==> config.mk <==
export PLATFORM = sky130hd
export DESIGN_NAME = mdu_seq_flat
export DESIGN_NICKNAME = d
export VERILOG_FILES = /design/src/rtl/mdu_seq_if.sv /design/src/rtl/mdu_seq.sv /design/src/flat_wrapper.sv
export SDC_FILE = /design/constraint.sdc
export NUM_CORES = 1
export LEC_CHECK = 0
export BUFFER_PORTS_ARGS = -buffer_cell sky130_fd_sc_hd__buf_2
export CAP_MARGIN = 40
export CORE_ASPECT_RATIO = 1.25
export CORE_MARGIN = 2
export CORE_UTILIZATION = 45
export CTS_BUF_LIST = sky130_fd_sc_hd__clkbuf_8
export CTS_CLUSTER_DIAMETER = 40
export DETAILED_ROUTE_END_ITERATION = 10
export GPL_TIMING_DRIVEN = 0
export SLEW_MARGIN = 20
export SYNTH_ARGS = -nofsm -noshare
export SYNTH_HDL_FRONTEND = slang
export SYNTH_SLANG_ARGS = --single-unit
==> constraint.sdc <==
create_clock -name clk -period 5.9 [get_ports clk]
set_clock_uncertainty 0.15 [all_clocks]
set_input_delay 1.18 -clock clk [delete_from_list [all_inputs] [get_ports clk]]
set_output_delay 1.18 -clock clk [all_outputs]
set_load 0.005 [all_outputs]
==> src/rtl/mdu_seq_if.sv <==
// Request/response bundle between the execute stage and the iterative MDU.
// master = core side (drives the request), slave = mdu_seq.
interface mdu_seq_if #(
  parameter int XLEN = 32
);
  logic            start;
  logic            flush;
  logic [2:0]      fn3;
  logic [XLEN-1:0] rs1_data;
  logic [XLEN-1:0] rs2_data;
  logic            busy;
  logic            stall;
  logic            done;
  logic [XLEN-1:0] result;

  modport master (
    output start, flush, fn3, rs1_data, rs2_data,
    input  busy, stall, done, result
  );

  modport slave (
    input  start, flush, fn3, rs1_data, rs2_data,
    output busy, stall, done, result
  );
endinterface

==> src/rtl/mdu_seq.sv <==
// Iterative RV32M multiply/divide: radix-2 shift-add multiply, restoring divide, 35-cycle latency.
// Stalls the core until done; optional MDU_EARLY_OUT_EN skips CALC for zero operands / zero divisor.
module mdu_seq #(
  parameter int XLEN = 32
) (
  input  logic     clk,
  input  logic     rst_n,
  mdu_seq_if.slave bus
);
  typedef enum logic [2:0] {IDLE, PREP, CALC, FIX, DONE} state_t;

  state_t            state_q, state_d;
  logic [2:0]        fn3_q, fn3_d;
  logic [XLEN-1:0]   op1_q, op1_d, op2_q, op2_d;
  logic [XLEN-1:0]   mag_q, mag_d;  // multiplicand or divisor magnitude
  logic [XLEN-1:0]   sh_q, sh_d;    // multiplier (shifts right) or dividend/quotient (shifts left)
  logic [2*XLEN-1:0] acc_q, acc_d;
  logic [5:0]        cnt_q, cnt_d;
  logic              sgn1_q, sgn1_d, sgn2_q, sgn2_d;
  logic [XLEN-1:0]   result_q, result_d;

  logic              is_div, signed1, signed2, s1, s2, div0, early;
  logic [XLEN-1:0]   mag1, mag2, quot, rem, fix_res;
  logic [XLEN:0]     mul_sum, rem_sh, rem_sub;
  logic [2*XLEN-1:0] prod;

  always_comb begin
    is_div  = fn3_q[2];
    signed1 = (fn3_q == 3'd1) || (fn3_q == 3'd2) || (fn3_q == 3'd4) || (fn3_q == 3'd6);
    signed2 = (fn3_q == 3'd1) || (fn3_q == 3'd4) || (fn3_q == 3'd6);
    s1      = signed1 & op1_q[XLEN-1];
    s2      = signed2 & op2_q[XLEN-1];
    mag1    = s1 ? -op1_q : op1_q;
    mag2    = s2 ? -op2_q : op2_q;
    div0    = (op2_q == '0);
`ifdef MDU_EARLY_OUT_EN
    early   = is_div ? div0 : ((op1_q == '0) || (op2_q == '0));
`else
    early   = 1'b0;
`endif

    mul_sum = {1'b0, acc_q[2*XLEN-1:XLEN]} + (sh_q[0] ? {1'b0, mag_q} : '0);
    // Partial remainder needs one extra bit after the shift when the divisor exceeds 2^(XLEN-1).
    rem_sh  = {acc_q[XLEN-1:0], sh_q[XLEN-1]};
    rem_sub = rem_sh - {1'b0, mag_q};

    prod    = (sgn1_q ^ sgn2_q) ? -acc_q : acc_q;
    quot    = (sgn1_q ^ sgn2_q) ? -sh_q : sh_q;
    rem     = sgn1_q ? -acc_q[XLEN-1:0] : acc_q[XLEN-1:0];
    case (fn3_q)
      3'd0:       fix_res = prod[XLEN-1:0];
      3'd1, 3'd2,
      3'd3:       fix_res = prod[2*XLEN-1:XLEN];
      3'd4, 3'd5: fix_res = div0 ? '1 : quot;
      default:    fix_res = div0 ? op1_q : rem;
    endcase
  end

  always_comb begin
    state_d  = state_q;
    fn3_d    = fn3_q;
    op1_d    = op1_q;
    op2_d    = op2_q;
    mag_d    = mag_q;
    sh_d     = sh_q;
    acc_d    = acc_q;
    cnt_d    = cnt_q;
    sgn1_d   = sgn1_q;
    sgn2_d   = sgn2_q;
    result_d = result_q;

    case (state_q)
      IDLE: if (bus.start) begin
        state_d = PREP;
        fn3_d   = bus.fn3;
        op1_d   = bus.rs1_data;
        op2_d   = bus.rs2_data;
        cnt_d   = '0;
      end
      PREP: begin
        sgn1_d  = s1;
        sgn2_d  = s2;
        mag_d   = is_div ? mag2 : mag1;
        sh_d    = is_div ? mag1 : mag2;
        acc_d   = '0;
        state_d = early ? FIX : CALC;
      end
      CALC: begin
        if (is_div) begin
          if (rem_sh >= {1'b0, mag_q}) begin
            acc_d = {{XLEN{1'b0}}, rem_sub[XLEN-1:0]};
            sh_d  = {sh_q[XLEN-2:0], 1'b1};
          end else begin
            acc_d = {{XLEN{1'b0}}, rem_sh[XLEN-1:0]};
            sh_d  = {sh_q[XLEN-2:0], 1'b0};
          end
        end else begin
          acc_d = {mul_sum, acc_q[XLEN-1:1]};
          sh_d  = {1'b0, sh_q[XLEN-1:1]};
        end
        cnt_d = cnt_q + 6'd1;
        if (cnt_q == 6'(XLEN-1)) state_d = FIX;
      end
      FIX: begin
        result_d = fix_res;
        state_d  = DONE;
      end
      default: state_d = IDLE;
    endcase

    // Abort wins over everything, including a same-cycle start or the FIX result write.
    if (bus.flush) begin
      state_d  = IDLE;
      result_d = result_q;
    end
  end

  always_ff @(posedge clk or negedge rst_n) begin
    if (!rst_n) begin
      state_q  <= IDLE;
      fn3_q    <= '0;
      op1_q    <= '0;
      op2_q    <= '0;
      mag_q    <= '0;
      sh_q     <= '0;
      acc_q    <= '0;
      cnt_q    <= '0;
      sgn1_q   <= 1'b0;
      sgn2_q   <= 1'b0;
      result_q <= '0;
    end else begin
      state_q  <= state_d;
      fn3_q    <= fn3_d;
      op1_q    <= op1_d;
      op2_q    <= op2_d;
      mag_q    <= mag_d;
      sh_q     <= sh_d;
      acc_q    <= acc_d;
      cnt_q    <= cnt_d;
      sgn1_q   <= sgn1_d;
      sgn2_q   <= sgn2_d;
      result_q <= result_d;
    end
  end

  assign bus.busy   = (state_q == PREP) || (state_q == CALC) || (state_q == FIX);
  assign bus.stall  = (bus.start && (state_q == IDLE)) || bus.busy;
  assign bus.done   = (state_q == DONE);
  assign bus.result = result_q;
endmodule

==> src/flat_wrapper.sv <==
// flat-port wrapper written by rule: the top's interface ports become plain ports
module mdu_seq_flat 
#(
  parameter int XLEN = 32
)
  (clk, rst_n, bus_start, bus_flush, bus_fn3, bus_rs1_data, bus_rs2_data, bus_busy, bus_stall, bus_done, bus_result);
  mdu_seq_if #(.XLEN(XLEN)) bus_i ();
  input  logic clk;
  input  logic rst_n;
  input wire logic [$bits(bus_i.start)-1:0] bus_start;
  input wire logic [$bits(bus_i.flush)-1:0] bus_flush;
  input wire logic [$bits(bus_i.fn3)-1:0] bus_fn3;
  input wire logic [$bits(bus_i.rs1_data)-1:0] bus_rs1_data;
  input wire logic [$bits(bus_i.rs2_data)-1:0] bus_rs2_data;
  output wire logic [$bits(bus_i.busy)-1:0] bus_busy;
  output wire logic [$bits(bus_i.stall)-1:0] bus_stall;
  output wire logic [$bits(bus_i.done)-1:0] bus_done;
  output wire logic [$bits(bus_i.result)-1:0] bus_result;
  assign bus_i.start = bus_start;
  assign bus_i.flush = bus_flush;
  assign bus_i.fn3 = bus_fn3;
  assign bus_i.rs1_data = bus_rs1_data;
  assign bus_i.rs2_data = bus_rs2_data;
  assign bus_busy = bus_i.busy;
  assign bus_stall = bus_i.stall;
  assign bus_done = bus_i.done;
  assign bus_result = bus_i.result;
  mdu_seq #(.XLEN(XLEN)) u_core (.clk(clk), .rst_n(rst_n), .bus(bus_i));
endmodule
# ---- After elaboration in Yosys (flattened, before gate mapping)
# Cells that the tools add are included.
dict set report classes {
  mux 23
  magnitude_cmp 1
  n_bitwise 4
  n_addsub 8
  reduce_logical 20
  eq_ne 14
}
# operator count
set op_table {}
lappend op_table {{two-way mux 32 bit} 11}
lappend op_table {{two-way mux 64 bit} 2}
lappend op_table {{negation 32 bit} 4}
lappend op_table {{case mux 64 bit (2 select lines)} 1}
lappend op_table {{case mux 32 bit (3 select lines)} 1}
lappend op_table {{negation 64 bit} 1}
lappend op_table {{case mux 32 bit (2 select lines)} 1}
lappend op_table {{adder 32 x 33 -> 33 bit} 1}
lappend op_table {{greater-or-equal comparator 33 x 32 -> 1 bit} 1}
lappend op_table {{logical NOT 32 bit} 1}
lappend op_table {{subtractor 32 bit} 1}
lappend op_table {{equality test 3 x 2 -> 1 bit, second input constant} 4}
lappend op_table {{equality test 3 bit, second input constant} 4}
lappend op_table {{case mux 3 bit (4 select lines)} 1}
lappend op_table {{case mux 6 bit (2 select lines)} 1}
lappend op_table {{two-way mux 3 bit} 3}
lappend op_table {{logical OR 1 bit} 8}
lappend op_table {{AND reduction 2 bit} 4}
lappend op_table {{adder 6 x 1 -> 6 bit, second input constant} 1}
lappend op_table {{equality test 3 x 1 -> 1 bit, second input constant} 2}
lappend op_table {{equality test 6 x 5 -> 1 bit, second input constant} 1}
lappend op_table {{logical NOT 3 bit} 2}
lappend op_table {{two-way mux 6 bit} 1}
lappend op_table {{nonzero test 2 bit} 2}
lappend op_table {{10 further kinds} 11}
dict set report totals {
  wordCells 81
  inputBits 71
  regBits 238
}

# ---- Longest topological paths before layout
dict set report depth {
  depth_word 8
  depth_mapped 14
  depth_no_buf 13
}

# ---- Worst setup path before layout
# OpenSTA, ideal clock, no wires.
dict set report synth_path {
  kind {input to output}
  start {input port bus_start}
  end {output port bus_stall}
  t_arrival_ps 2531
  slack_ps 2039
  path_buffers 2
  cell_stages 4
  path_cell_list {nor4b_1 -> clkbuf_1 -> buf_1 -> or2_2}
}
dict set report synth_via {
  elab_chain_len 2
}
# item line
set synth_lines {}
lappend synth_lines {{start, declared} flat_wrapper.sv:10} ;# input wire logic [$bits(bus_i.start)-1:0] bus_start;
lappend synth_lines {{logical AND 1 bit} mdu_seq.sv:147} ;# assign bus.stall = (bus.start && (state_q == IDLE)) || bus.busy;
lappend synth_lines {{logical OR 1 bit} mdu_seq.sv:147}
lappend synth_lines {{end, declared} flat_wrapper.sv:16} ;# output wire logic [$bits(bus_i.stall)-1:0] bus_stall;
# Every way passes these cells.

# ---- Worst setup path in the final report
dict set report layout_path {
  start {register u_core.state_q[2]}
  end {output port bus_stall}
}
dict set report layout_via {
  elab_chain_len 4
  word_cells_on_any_way 8
}
# item line
set layout_lines {}
lappend layout_lines {{start, declared} mdu_seq.sv:12} ;# state_t state_q, state_d;
lappend layout_lines {{start signal, assigned} mdu_seq.sv:132} ;# state_q <= state_d;
lappend layout_lines {{equality test 3 x 1 -> 1 bit or equality test 3 x 2 -> 1 bit (tied branches)} mdu_seq.sv:146} ;# assign bus.busy = (state_q == PREP) || (state_q == CALC) || (state_q == FIX);
lappend layout_lines {{logical OR 1 bit (2 in a row)} mdu_seq.sv:146}
lappend layout_lines {{logical OR 1 bit *} mdu_seq.sv:147}
# Every way passes the cells marked *; elsewhere a longest branch is shown, timed or not.

==> results.yml <==
floorplanning:
  die-area_sq_um: 42700
  fp.coreArea_sq_um: 40300
  die_h_um: 230
  rows: 82
  initial_utilization_pct: 45.8
  die_x_um: 185
  num_io_pins: 106
cts:
  cts_tree: "built"
  cts.hold.buffers_added: 0
  cts-root-buf: "clkbuf_8"
  numClockSinks: 238
  clk_pin_slew_ns: 0.06
  clk_latency_ns: 0.66
  post_cts_buffers: 0
  cts_buffers: 51
  cts.repair.resized: 0
  h-tree-depth: 2
  clockBufferDepth: 3
critical_path:
  timing.rr.end: "u_core.bus.result[28]"
  endpoint_kind: "primary output"
  crit_chain: "clkbuf_1 -> nor4b_2 -> clkbuf_1 -> buf_1 -> or2_2 -> buf_2"
  r2r-start: "u_core.acc_q[2]"
  path_delay_family: "buffers and inverters"
  r2r_setup_slack_ns: 1.35
  crit_top_cell: "clkbuf_1"
  crit_cells: 6
  reg2regPathDepth: 11
  critPathArrivalTime_ns: 3.25
  cp-endpoint: "bus_stall"
  crit_path_max_incr_delay_ns: 0.63
  start_kind: "register"
  crit_type: "register to primary output"
  cp_num_buf_inv: 4
  startpoint: "u_core.state_q[2]"
  critPathSlowestCell: "clkbuf_1"
  cp.required_ns: 4.57
  cp_max_fo: 10
synth:
  synth_area_leaders: "dfrtp_1 32%, o21ai_0 6.7%, xor2_1 5.9%, xnor2_1 5.4%, nand2_1 5.0%"
  synth_nets: 2382
  synth_warnings: 0
  synth_top_area_share_pct: 32.3
  postSynthCellCount: 2240
  synth-edff-count: 0
  synthFlopType: "dfrtp_1"
  syn_avg_cell_area_sq_um: 8.24
  synth.cell_area_sq_um: 18500
  synth-seq-cells: 238
  synth.distinct_cells: 79
  synth.largest_area_cell: "dfrtp_1"
  ys_seq_area_share_pct: 32.3
  synthArstFlopShare_pct: 100
power:
  power_frac_comb_pct: 56.4
  p_seq_share_pct: 25.0
  p_per_area_nw_per_um2: 527
  leakage_nw: 9.17
  clkPwrFrac_pct: 18.7
  vdd_drop_max_mv: 0.230
  intPower_mw: 5.70
  power.switching_mw: 5.44
  switching_share_pct: 48.8
timing:
  period_share_pct: 77.6
  hold_ws_ns: 0.312
  fmax_ghz: 0.218
  final_hold_viol_count: 0
  maxSlewViolCount: 0
  setup_viol: 0
  slew_headroom_pct: 31.6
  fin_crit_ns: 4.58
  rsz0062_at_grt: "false"
  worst_slew_pin_slew_ns: 1.03
placed_design:
  hpwl_mm: 59.8
  port-buffer-count: 105
  gp_congestion: 0.992
  dp_cells: 2910
global_route:
  grt_pass1_wl_mm: 111
  grt_max_degree: 68
  track_usage_pct: 35.1
  first_global_vias: 18300
  antenna_found_initial: 0
  grt_overflow_total: 0
drt:
  avgRoutedWirePerCell_um: 25.1
  wirelength_mm: 75.1
  drc: 0
  ant_nets: 0
  first_pass_iters: 6
  via_per_inst: 6.07
  drt_iter0_markers: 1594
  num_vias: 18200
hold_path:
  hp-class: "input port to async pin"
cells_and_area:
  fill_cells: 3914
  fin_nets: 2561
  n_antenna_cell: 0
  syn_to_final_growth_pct: 14.4
  finalNonFillerCells: 2998
  layout-drive-gt1-share_pct: 12.6
run_status:
  outcome: "complete, no violations"
run:
  cap_violations: 0
-- routing by layer --
| layer | part of all wire (%) | global-route usage, % |
|---|---|---|
| met1 | 40 | 42.3 |
| met2 | 47 | 57.9 |
| met3 | 6.8 | 5.73 |
| met4 | 6.9 | 22.5 |
| met5 | 0 | 0 |
-- kinds of logic after synthesis --
logic type | synth area share [%]
compound gates | 23.8
mux | 6.70
flops | 32.3
xor+xnor | 11.2
simple gates | 16.0
fa+ha+maj | 4.89
buf+inv | 5.14
-- through the flow --
step           worst slack (ns)  utilization [%]  area (sq um)  power [mW]  setup TNS [ns]
4_1_cts                    1.31             52.3         21100        11.0               0
5_1_grt                    1.12             52.4         21100        11.8               0
3_5_place_dp               1.40             49.5         19900        8.85               0
2_1_floorplan              2.04                -         18500        6.84               0
3_3_place_gp              -1.14             48.8         19700        8.77         -257.80
6_report                   1.32             52.4         21100        11.1               0
-- sequential cells by signal, indices dropped and copies added (netlist names) --
| signal | count |
|---|---|
| u_core.state_q | 3 |
| u_core.mag_q | 32 |
| u_core.op1_q | 32 |
| u_core.sgn2_q | 1 |
| u_core.cnt_q | 6 |
| u_core.fn3_q | 3 |
| u_core.sgn1_q | 1 |
| u_core.bus.result | 32 |
| u_core.sh_q | 32 |
| u_core.acc_q | 64 |
| u_core.op2_q | 32 |
-- synth_stat cells (23+ instances only) --
master,count
xor2_1,124
nor2_1,182
dfrtp_1,238
or3_1,25
inv_1,69
a21o_1,28
o221ai_1,43
mux2i_1,55
xnor2_1,113
o31ai_1,43
clkbuf_1,143
nand3_1,23
a21oi_1,168
ha_1,69
mux2_2,61
nand2_1,244
o21ai_0,246
nor3_1,41
-- worst min-delay path by stage --
stage / end / slack, ns / startpoint / depth (start not counted)
final: u_core.bus.result[1] / 0.31 / rst_n / 1
after global routing: u_core.bus.result[1] / 0.33 / rst_n / 1
after CTS: u_core.bus.result[1] / 0.29 / rst_n / 1
after detailed placement: u_core.bus.result[3] / 0.32 / u_core.bus.result[3] / 2
after global placement: u_core.bus.result[9] / 0.31 / u_core.bus.result[9] / 2
after floorplan: u_core.mag_q[10] / 0.30 / u_core.mag_q[10] / 2
-- power by group through the flow --
stage               Sequential, mW  Combinational, mW  Clock [mW]
CTS                           2.74               6.15        2.10
floorplan                     2.48               4.36           0
finish                        2.78               6.28        2.08
detailed placement            2.76               6.09           0
global placement              2.75               6.02           0
global route                  2.82               6.80        2.18
-- placed cells by master, fill, tap and decap left out, types with 10 or more instances in the layout --
master	netlist	layout
a21oi_1	168	168
dfrtp_1	238	238
or3_1	25	25
xor2_1	124	124
clkbuf_1	143	143
a22oi_1	17	17
nor2_1	182	182
nor4_1	20	19
nand3_1	23	23
clkbuf_8	0	61
xnor2_1	113	112
o211ai_1	10	10
buf_6	5	12
a31oi_1	15	15
mux2_2	61	61
nand2b_1	17	17
buf_2	11	119
o21ai_0	246	246
inv_1	69	75
nand4_1	13	13
a211oi_1	19	19
o221ai_1	43	43
a22o_1	10	10
or4_1	20	20
nand2_1	244	244
nor3_1	41	40
a21o_1	28	28
and2_1	10	10
ha_1	69	69
mux2i_1	55	55
o41ai_1	18	18
o22ai_1	18	18
a221o_1	11	11
a221oi_1	14	14
o31ai_1	43	43
-- area by class of cell --
type	count	area (sq um)	share of cell area, %
multi-input combinational	1763	11600	54.8
sequential	238	5960	28.2
clock buffer	61	840	3.98
timing repair buffer	126	788	3.73
buffer	169	687	3.25
tap	546	683	3.24
clock inverter	25	318	1.51
inverter	70	263	1.24
Note: power is estimated with default switching activity, not from simulation.
